===== src/rtl/fifo_burst_drain.sv =====
`timescale 1ns/1ps
`default_nettype none
// ============================================================================
// Module   : fifo_burst_drain
// Purpose  : Pops a synchronous FIFO in bursts of BURST_LEN words, flushes
//            partial bursts after TIMEOUT idle cycles, and streams the words
//            out through a 3-entry skid buffer on a valid/ready/last port.
// Revision : 1.0 - initial release
// ============================================================================
module fifo_burst_drain #(
    parameter int DATA_WIDTH = 8,
    parameter int ADDR_WIDTH = 4,
    parameter int BURST_LEN  = 4,
    parameter int TIMEOUT    = 16
) (
    input  logic                  clk,
    input  logic                  rst,
    output logic                  fifo_rd,
    input  logic [DATA_WIDTH-1:0] fifo_data,
    input  logic                  fifo_empty,
    input  logic                  fifo_full,
    input  logic [ADDR_WIDTH-1:0] fifo_wd_cnt,
    output logic [DATA_WIDTH-1:0] m_data,
    output logic                  m_valid,
    output logic                  m_last,
    input  logic                  m_ready,
    output logic                  busy
);

    localparam int              c_CW      = ADDR_WIDTH + 1;
    localparam logic [c_CW-1:0] c_DEPTH   = c_CW'(2**ADDR_WIDTH);
    localparam logic [c_CW-1:0] c_BURST   = c_CW'(BURST_LEN);
    localparam logic [c_CW-1:0] c_TIMEOUT = c_CW'(TIMEOUT);
    localparam logic [c_CW-1:0] c_SLOTS   = c_CW'(3);

    typedef enum logic [1:0] {
        S_IDLE  = 2'd0,
        S_BURST = 2'd1,
        S_DRAIN = 2'd2
    } state_t;

    state_t                r_state;
    logic [c_CW-1:0]       r_remain;
    logic [c_CW-1:0]       r_issue;
    logic [c_CW-1:0]       r_cap;
    logic [c_CW-1:0]       r_tcnt;
    logic [c_CW-1:0]       r_occ;
    logic                  r_inflight;
    logic [1:0]            r_wptr;
    logic [1:0]            r_rptr;
    logic [DATA_WIDTH-1:0] r_buf_data [3];
    logic [2:0]            r_buf_last;

    logic [c_CW-1:0]       w_avail;
    logic [c_CW-1:0]       w_first;
    logic                  w_full_cond;
    logic                  w_tmo;
    logic                  w_start;
    logic                  w_accept;
    logic                  w_credit;
    logic                  w_cap_last;
    logic [DATA_WIDTH-1:0] w_head_data;
    logic                  w_head_last;

    // A full FIFO reports a zero word count, so substitute the depth.
    assign w_avail     = fifo_full ? c_DEPTH : {1'b0, fifo_wd_cnt};
    assign w_full_cond = (w_avail >= c_BURST);
    assign w_first     = w_full_cond ? c_BURST : w_avail;
    assign w_tmo       = !fifo_empty && (r_tcnt == c_TIMEOUT);
    assign w_start     = w_full_cond || w_tmo;

    assign m_valid     = (r_occ != '0);
    assign w_accept    = m_valid && m_ready;

    // Reserve a slot for every word already on its way; an accept this cycle frees one.
    assign w_credit    = ((r_occ + c_CW'(r_inflight) - c_CW'(w_accept)) < c_SLOTS);
    assign fifo_rd     = (r_state == S_BURST) && (r_issue != '0) && !fifo_empty && w_credit;

    assign w_cap_last  = ((r_cap + 1'b1) == r_remain);

    always_comb begin
        w_head_data = r_buf_data[0];
        w_head_last = r_buf_last[0];
        case (r_rptr)
            2'd1: begin
                w_head_data = r_buf_data[1];
                w_head_last = r_buf_last[1];
            end
            2'd2: begin
                w_head_data = r_buf_data[2];
                w_head_last = r_buf_last[2];
            end
            default: ;
        endcase
    end

    assign m_data = w_head_data;
    assign m_last = m_valid && w_head_last;
    assign busy   = (r_state != S_IDLE);

    always_ff @(posedge clk or negedge rst) begin
        if (!rst) begin
            r_state    <= S_IDLE;
            r_remain   <= '0;
            r_issue    <= '0;
            r_cap      <= '0;
            r_tcnt     <= '0;
            r_occ      <= '0;
            r_inflight <= 1'b0;
            r_wptr     <= 2'd0;
            r_rptr     <= 2'd0;
            r_buf_last <= 3'b000;
            for (int i = 0; i < 3; i++) begin
                r_buf_data[i] <= '0;
            end
        end else begin
            r_inflight <= fifo_rd;

            case (r_state)
                S_IDLE: begin
                    if (w_start) begin
                        r_state  <= S_BURST;
                        r_remain <= w_first;
                        r_issue  <= w_first;
                        r_cap    <= '0;
                        r_tcnt   <= '0;
                    end else if (fifo_empty) begin
                        r_tcnt <= '0;
                    end else if (r_tcnt != c_TIMEOUT) begin
                        r_tcnt <= r_tcnt + 1'b1;
                    end
                end
                S_BURST: begin
                    if (fifo_rd) begin
                        r_issue <= r_issue - 1'b1;
                        if (r_issue == c_CW'(1)) begin
                            r_state <= S_DRAIN;
                        end
                    end
                end
                S_DRAIN: begin
                    if (w_accept && m_last) begin
                        r_state <= S_IDLE;
                    end
                end
                default: r_state <= S_IDLE;
            endcase

            // FIFO read data is valid one cycle after the pop strobe.
            if (r_inflight) begin
                r_buf_data[r_wptr] <= fifo_data;
                r_buf_last[r_wptr] <= w_cap_last;
                r_cap              <= r_cap + 1'b1;
                r_wptr             <= (r_wptr == 2'd2) ? 2'd0 : r_wptr + 2'd1;
            end

            if (w_accept) begin
                r_rptr <= (r_rptr == 2'd2) ? 2'd0 : r_rptr + 2'd1;
            end

            case ({r_inflight, w_accept})
                2'b10:   r_occ <= r_occ + 1'b1;
                2'b01:   r_occ <= r_occ - 1'b1;
                default: r_occ <= r_occ;
            endcase
        end
    end

endmodule
`default_nettype wire


===== config.mk =====
export PLATFORM = sky130hd
export DESIGN_NAME = fifo_burst_drain
export DESIGN_NICKNAME = d
export VERILOG_FILES = /design/src/rtl/fifo_burst_drain.sv
export SDC_FILE = /design/constraint.sdc
export NUM_CORES = 1
export LEC_CHECK = 0
export BUFFER_PORTS_ARGS = -buffer_cell sky130_fd_sc_hd__buf_2
export CORE_MARGIN = 2
export CORE_UTILIZATION = 40
export DETAILED_ROUTE_END_ITERATION = 6
export GPL_ROUTABILITY_DRIVEN = 1
export HOLD_SLACK_MARGIN = 0.02
export PLACE_DENSITY = 0.63
export SYNTH_ARGS = -nofsm -noshare
export SYNTH_HDL_FRONTEND = slang
export SYNTH_SLANG_ARGS = --single-unit

===== constraint.sdc =====
create_clock -name clk -period 7.5 [get_ports clk]
set_input_delay 2.25 -clock clk [delete_from_list [all_inputs] [get_ports clk]]
set_output_delay 2.25 -clock clk [all_outputs]
set_load 0.01 [all_outputs]

-- Yosys cells after proc, flatten, opt, wreduce, memory -nomap -nowiden
Cells that the tools add are included.
W data, S select, Z words.
- bits in registers: 59
- input port bits: 17
- output and inout bits: 12
- logic and storage cells: 96
- add/subtract/negate cells: 9
- magnitude comparators: 6
- equality and inequality tests: 15
- mux-type cells: 27
- bitwise gates (word level): 1
- reduce and logical (&&, ||, !) cells: 25
- operators with widths (kind ; count):
    $mux W5 ; 10
    $bwmux W24 ; 1
    $pmux W5 S2 ; 2
    $demux W8 S2 ; 1
    $pmux W8 S2 ; 1
    $add A5 B1 Y5 const B ; 3
    $mux W2 ; 6
    $reduce_bool A2 Y1 ; 5
    $reduce_bool A5 Y1 ; 2
    $sub A5 B1 Y5 const B ; 2
    $logic_and A1 B1 Y1 ; 9
    $eq A2 B2 Y1 const B ; 4
    $mux W8 ; 1
    $eq A2 B1 Y1 const B ; 3
    $ne A2 B2 Y1 const B ; 3
    $pmux W2 S3 ; 1
    $reduce_and A2 Y1 ; 3
    $add A5 B1 Y5 ; 1
    $eq A5 B1 Y1 const B ; 1
    $eq A5 B5 Y1 ; 1
    $eq A5 B5 Y1 const B ; 1
    $ge A5 B3 Y1 const B ; 1
    $lt A5 B2 Y1 const B ; 1
    $ne A5 B5 Y1 const B ; 1
    18 further kinds ; 19

-- Logic depth before layout (Yosys ltp)
- depth after elaboration: 7
- depth in mapped cells: 16
- mapped depth without buffers: 15

-- Worst setup path before layout
Ideal clock, no wire load.
- path kind: input to output
- start: input m_ready
- end: output fifo_rd
- arrival: 4.598 ns
- required time: 5.250 ns
- setup slack: 0.652 ns
- stages on the path: 12
- path buffers: 1
- cells stage by stage: nand2_1 -> inv_1 -> ha_1 -> clkbuf_1 -> inv_1 -> ha_1 -> fa_1 -> and3b_1 -> or4_1 -> nand4_2 -> or2_4 -> inv_2
- cells in the longest elaborated chain, start to end: 4
- ends and longest elaborated chain (element ; RTL line ; source):
    from (decl) ; 26 ; input logic m_ready,
    $logic_and A1 B1 Y1 ; 73 ; assign w_accept = m_valid && m_ready;
    named net w_accept ; 59 ; logic w_accept;
    $sub A5 B1 Y5 ; 76 ; assign w_credit = ((r_occ + c_CW'(r_inflight) - c_CW'(w_accept)) < c_SLOTS);
    $lt A5 B2 Y1 ; 76 ;
    $logic_and A1 B1 Y1 ; 77 ; assign fifo_rd = (r_state == S_BURST) && (r_issue != '0) && !fifo_empty && w_credit;
    to (decl) ; 18 ; output logic fifo_rd,
The timed path passes the listed nets, and every way through them passes these cells.

-- Worst setup path in the final report
Same ends and word-level chain as after synthesis.

==> impl_results.md <==
* Setup TNS at 0 ns
* XOR/XNOR share of the synthesized area at under 10%
* Worst EP required at ~5.3 ns
* Logic pwr share at 45.4%
* Worst stage delay on the critical path at between 0.4 and 0.5 ns
* Routability cong. at 0.839
* Max cap viols at 0
* Fmax at between 100 and 150 MHz
* Status: finished, final reports clean
* DR pass1 iterations at 5
* Ys Warns at 0
* P_int at just over 900 uW
* Peak supply drop at around 0.18 mV
* Fillers at between 700 and 800
* Hold Path Class: register to register
* First-pass GRT wire length at roughly 11000 um
* Least-Margin Pin Slew at between 0.8 and 0.9 ns
* Sequential area share after synthesis at roughly 46%
* Final period util at roughly 95%
* Die Height at 93.1 um
* Initial Util at 41.1%
* Crit Path Category: input port to output pin
* Post-Route WL at 6160 um
* PostCTS Resize Cnt at 0
* DR vias/cell at 5.24
* Arr. time, crit path at about 4.9 ns
* FF/Latch Area at roughly 1500 um^2
* GRT Total Usage at between 10% and 20%
* Die area at 8670 um^2
* Number of synthesized flops with an enable pin at 0
* Sequential power share at between 30% and 40%
* Async S/R FF share, synth at 100%
* Largest net degree at the start of global routing at 60
* P_leak at between 1.5 and 2 nW
* Endpoints failing setup at 0
* # hold bufs at CTS at 0
* Crit-path cells: buf_2 > nand2_1 > inv_1 > ha_1 > inv_1 > ha_1 > fa_1 > and3b_1 > o31ai_1 > nand4_2 > or2_4 > inv_2 > buf_2
* Synthesized cell area at 3180 um^2
* Port bufs at 28
* Setup crit start kind: input port
* Syn_area_per_cell at 10.7 um^2
* Initial antenna violation count at 0
* Synth Area in Compound Gates at ~15%
* Slew headroom at around two fifths
* Area Overhead vs Synth at 13.9%
* Total gr overflow at 0
* Slew Limit Fails at 0
* # rows at 32
* Detailed Place HPWL at 4390 um
* I/O pins at 29
* Placed insts at roughly 420
* Flop and latch count out of synthesis at 59
* Sw power at around 610 uW
* Setup Fix Bufs, Post-CTS at 0
* Share of layout cells above drive strength 1 at 24.7%
* Routed Antenna Nets at 0
* Post-synthesis simple-gate area fraction at between 10 and 15%
* Clock Power Share at between 10% and 20%
* Clock slew at reported path FFs at 0.06 ns
* Maximum root-to-sink buffer count at 2
* DRC errors left at 0
* Mapped Cells at roughly 300
* Vias in the first global route at ~2200
* Area of the multi-input gates at ~1600 um^2
* Synth unique cells at 48
* Hold Fails Final Rpt at 0
* # nets final at about 370
* Avg WL per Cell at ~14 um
* Root buf cell: clkbuf_8
* Endpoint class of the critical path: output pin
* Final Skew at between 0.009 and 0.01 ns
* Buf/Inv on CP at 5
* Final Power at 1.53 mW
* Sw Ratio at approximately two fifths
* Delay-heaviest family, CP: adder cells
* Post-route insts no fill at 438
* Slowest CP cell: ha_1
* RSZ-0062 raised after global routing: false
* Via count at ~2300
* Die W at roughly 93 um
* Crit Path Max Fanout at 9
* Synthesized Nets at between 300 and 400
* Clock tree sinks at 59
* Largest family of logic cells by synthesized area: compound AO/OA/AOI/OAI gates
* Ant. Diodes at 0
* Top FF cell, synth: dfrtp_1
* Mux cell area share after synthesis at roughly 10%
* Core area at just under 8000 um^2
* Synth Area in Adders at around 8.7%
* Worst skew pair latency at around 0.34 ns
* CTS tree: done
* Final min period at between 7 and 8 ns
* Inserted Clock Buffers at 9
* P per Cell Area at 422 nW/um^2
* H-tree depth at 3
* Initial drt markers at between 100 and 150
==> routing by layer <==
metal,vias to the layer above,share of wire [%],GRT usage (%)
met1,1119,48,20.5
li1,1128,-,-
met3,8,4.1,4.51
met5,-,0,0
met2,39,46,25.2
met4,0,1.3,4.78
==> stage by stage <==
step	hold WS, ns	instance area, um^2	utilization (%)	worst slack, ns
5_1_grt	0.518	3620	46.8	0.0423
4_1_cts	0.503	3620	46.8	0.321
6_report	0.500	3620	46.8	0.348
2_1_floorplan	0.450	3180	-	0.652
3_5_place_dp	0.495	3420	44.3	0.330
3_3_place_gp	0.479	3420	44.3	0.398
==> cell usage after synthesis (2+ instances only) <==
cell / n / area [um^2]
dfrtp_1: 59 / 1480
mux2_2: 27 / 304
o21ai_0: 27 / 135
nand2_1: 25 / 93.8
inv_1: 20 / 75.1
ha_1: 19 / 238
a21oi_1: 17 / 85.1
nor2_1: 15 / 56.3
a22oi_1: 9 / 67.6
xor2_1: 9 / 78.8
clkbuf_1: 7 / 26.3
or3_1: 5 / 31.3
xnor2_1: 5 / 43.8
nand3_1: 4 / 20.0
a21o_1: 3 / 22.5
a311oi_1: 3 / 26.3
nor2b_1: 3 / 18.8
nor3_1: 3 / 15.0
o31ai_1: 3 / 22.5
or4_1: 3 / 22.5
fa_1: 2 / 40.0
nand4_1: 2 / 12.5
o211a_1: 2 / 20.0
or3_2: 2 / 15.0
==> cell type report <==
class | instances | area share [%]
multi-input combinational | 211 | 44.1
sequential | 59 | 40.8
timing repair buffer | 29 | 4.08
tap | 102 | 3.53
clock buffer | 9 | 3.42
inverter | 21 | 2.18
clock inverter | 7 | 1.90
==> power by group through the flow <==
stage	Clock [mW]	Sequential (mW)	Combinational, mW
6_report	0.282	0.552	0.692
5_1_grt	0.306	0.572	0.782
4_1_cts	0.290	0.552	0.701
3_5_place_dp	0	0.557	0.697
3_3_place_gp	0	0.549	0.681
2_1_floorplan	0	0.530	0.530
==> worst paths after layout <==
kind	endpoint	from	cells after the start	slack [ns]
max in group asynchronous	r_buf_data[15]$_DFFE_PN0P_	rst	2	4.94
min reg2reg	r_cap[4]$_DFFE_PN0P_	r_cap[4]$_DFFE_PN0P_	1	0.50
min	r_cap[4]$_DFFE_PN0P_	r_cap[4]$_DFFE_PN0P_	1	0.50
max reg2reg	r_issue[4]$_DFFE_PN0P_	r_occ[3]$_DFFE_PN0N_	14	3.37
min in group asynchronous	r_tcnt[4]$_DFFE_PN0P_	rst	2	2.06
max	fifo_rd	m_ready	13	0.35
==> registers in the layout (all words and copies together), names as in the netlist <==
signal	count
r_buf_last	3
r_issue	5
r_wptr	2
r_remain	5
r_inflight	1
r_state	2
r_cap	5
r_buf_data	24
r_tcnt	5
r_rptr	2
r_occ	5
==> cells in the final DEF, fill, tap and decap left out, types with 2 or more instances in the layout <==
cell type / Yosys / final
or3_1: 5 / 5
a311oi_1: 3 / 3
inv_1: 20 / 20
nor2b_1: 3 / 3
xnor2_1: 5 / 5
fa_1: 2 / 2
xor2_1: 9 / 9
or4_1: 3 / 3
ha_1: 19 / 19
o31ai_1: 3 / 3
mux2_2: 27 / 27
clkinvlp_4: 0 / 2
clkbuf_8: 0 / 9
clkinv_2: 0 / 3
a22oi_1: 9 / 9
dfrtp_1: 59 / 59
o211a_1: 2 / 2
a21oi_1: 17 / 17
a21o_1: 3 / 3
nand4_1: 2 / 2
nor3_1: 3 / 3
nor2_1: 15 / 15
or3_2: 2 / 2
nand2_1: 25 / 25
o21ai_0: 27 / 27
nand3_1: 4 / 4
buf_2: 0 / 28
==> logic make-up after synthesis <==
group,Yosys count
adders and majority gates,21
AOI/OAI and AO/OA,74
muxes,28
xor gates and xnor gates,14
DFF,59
and+or+nand+nor,74
buffers and inverters,28
Power figures use the tool's default switching activity.
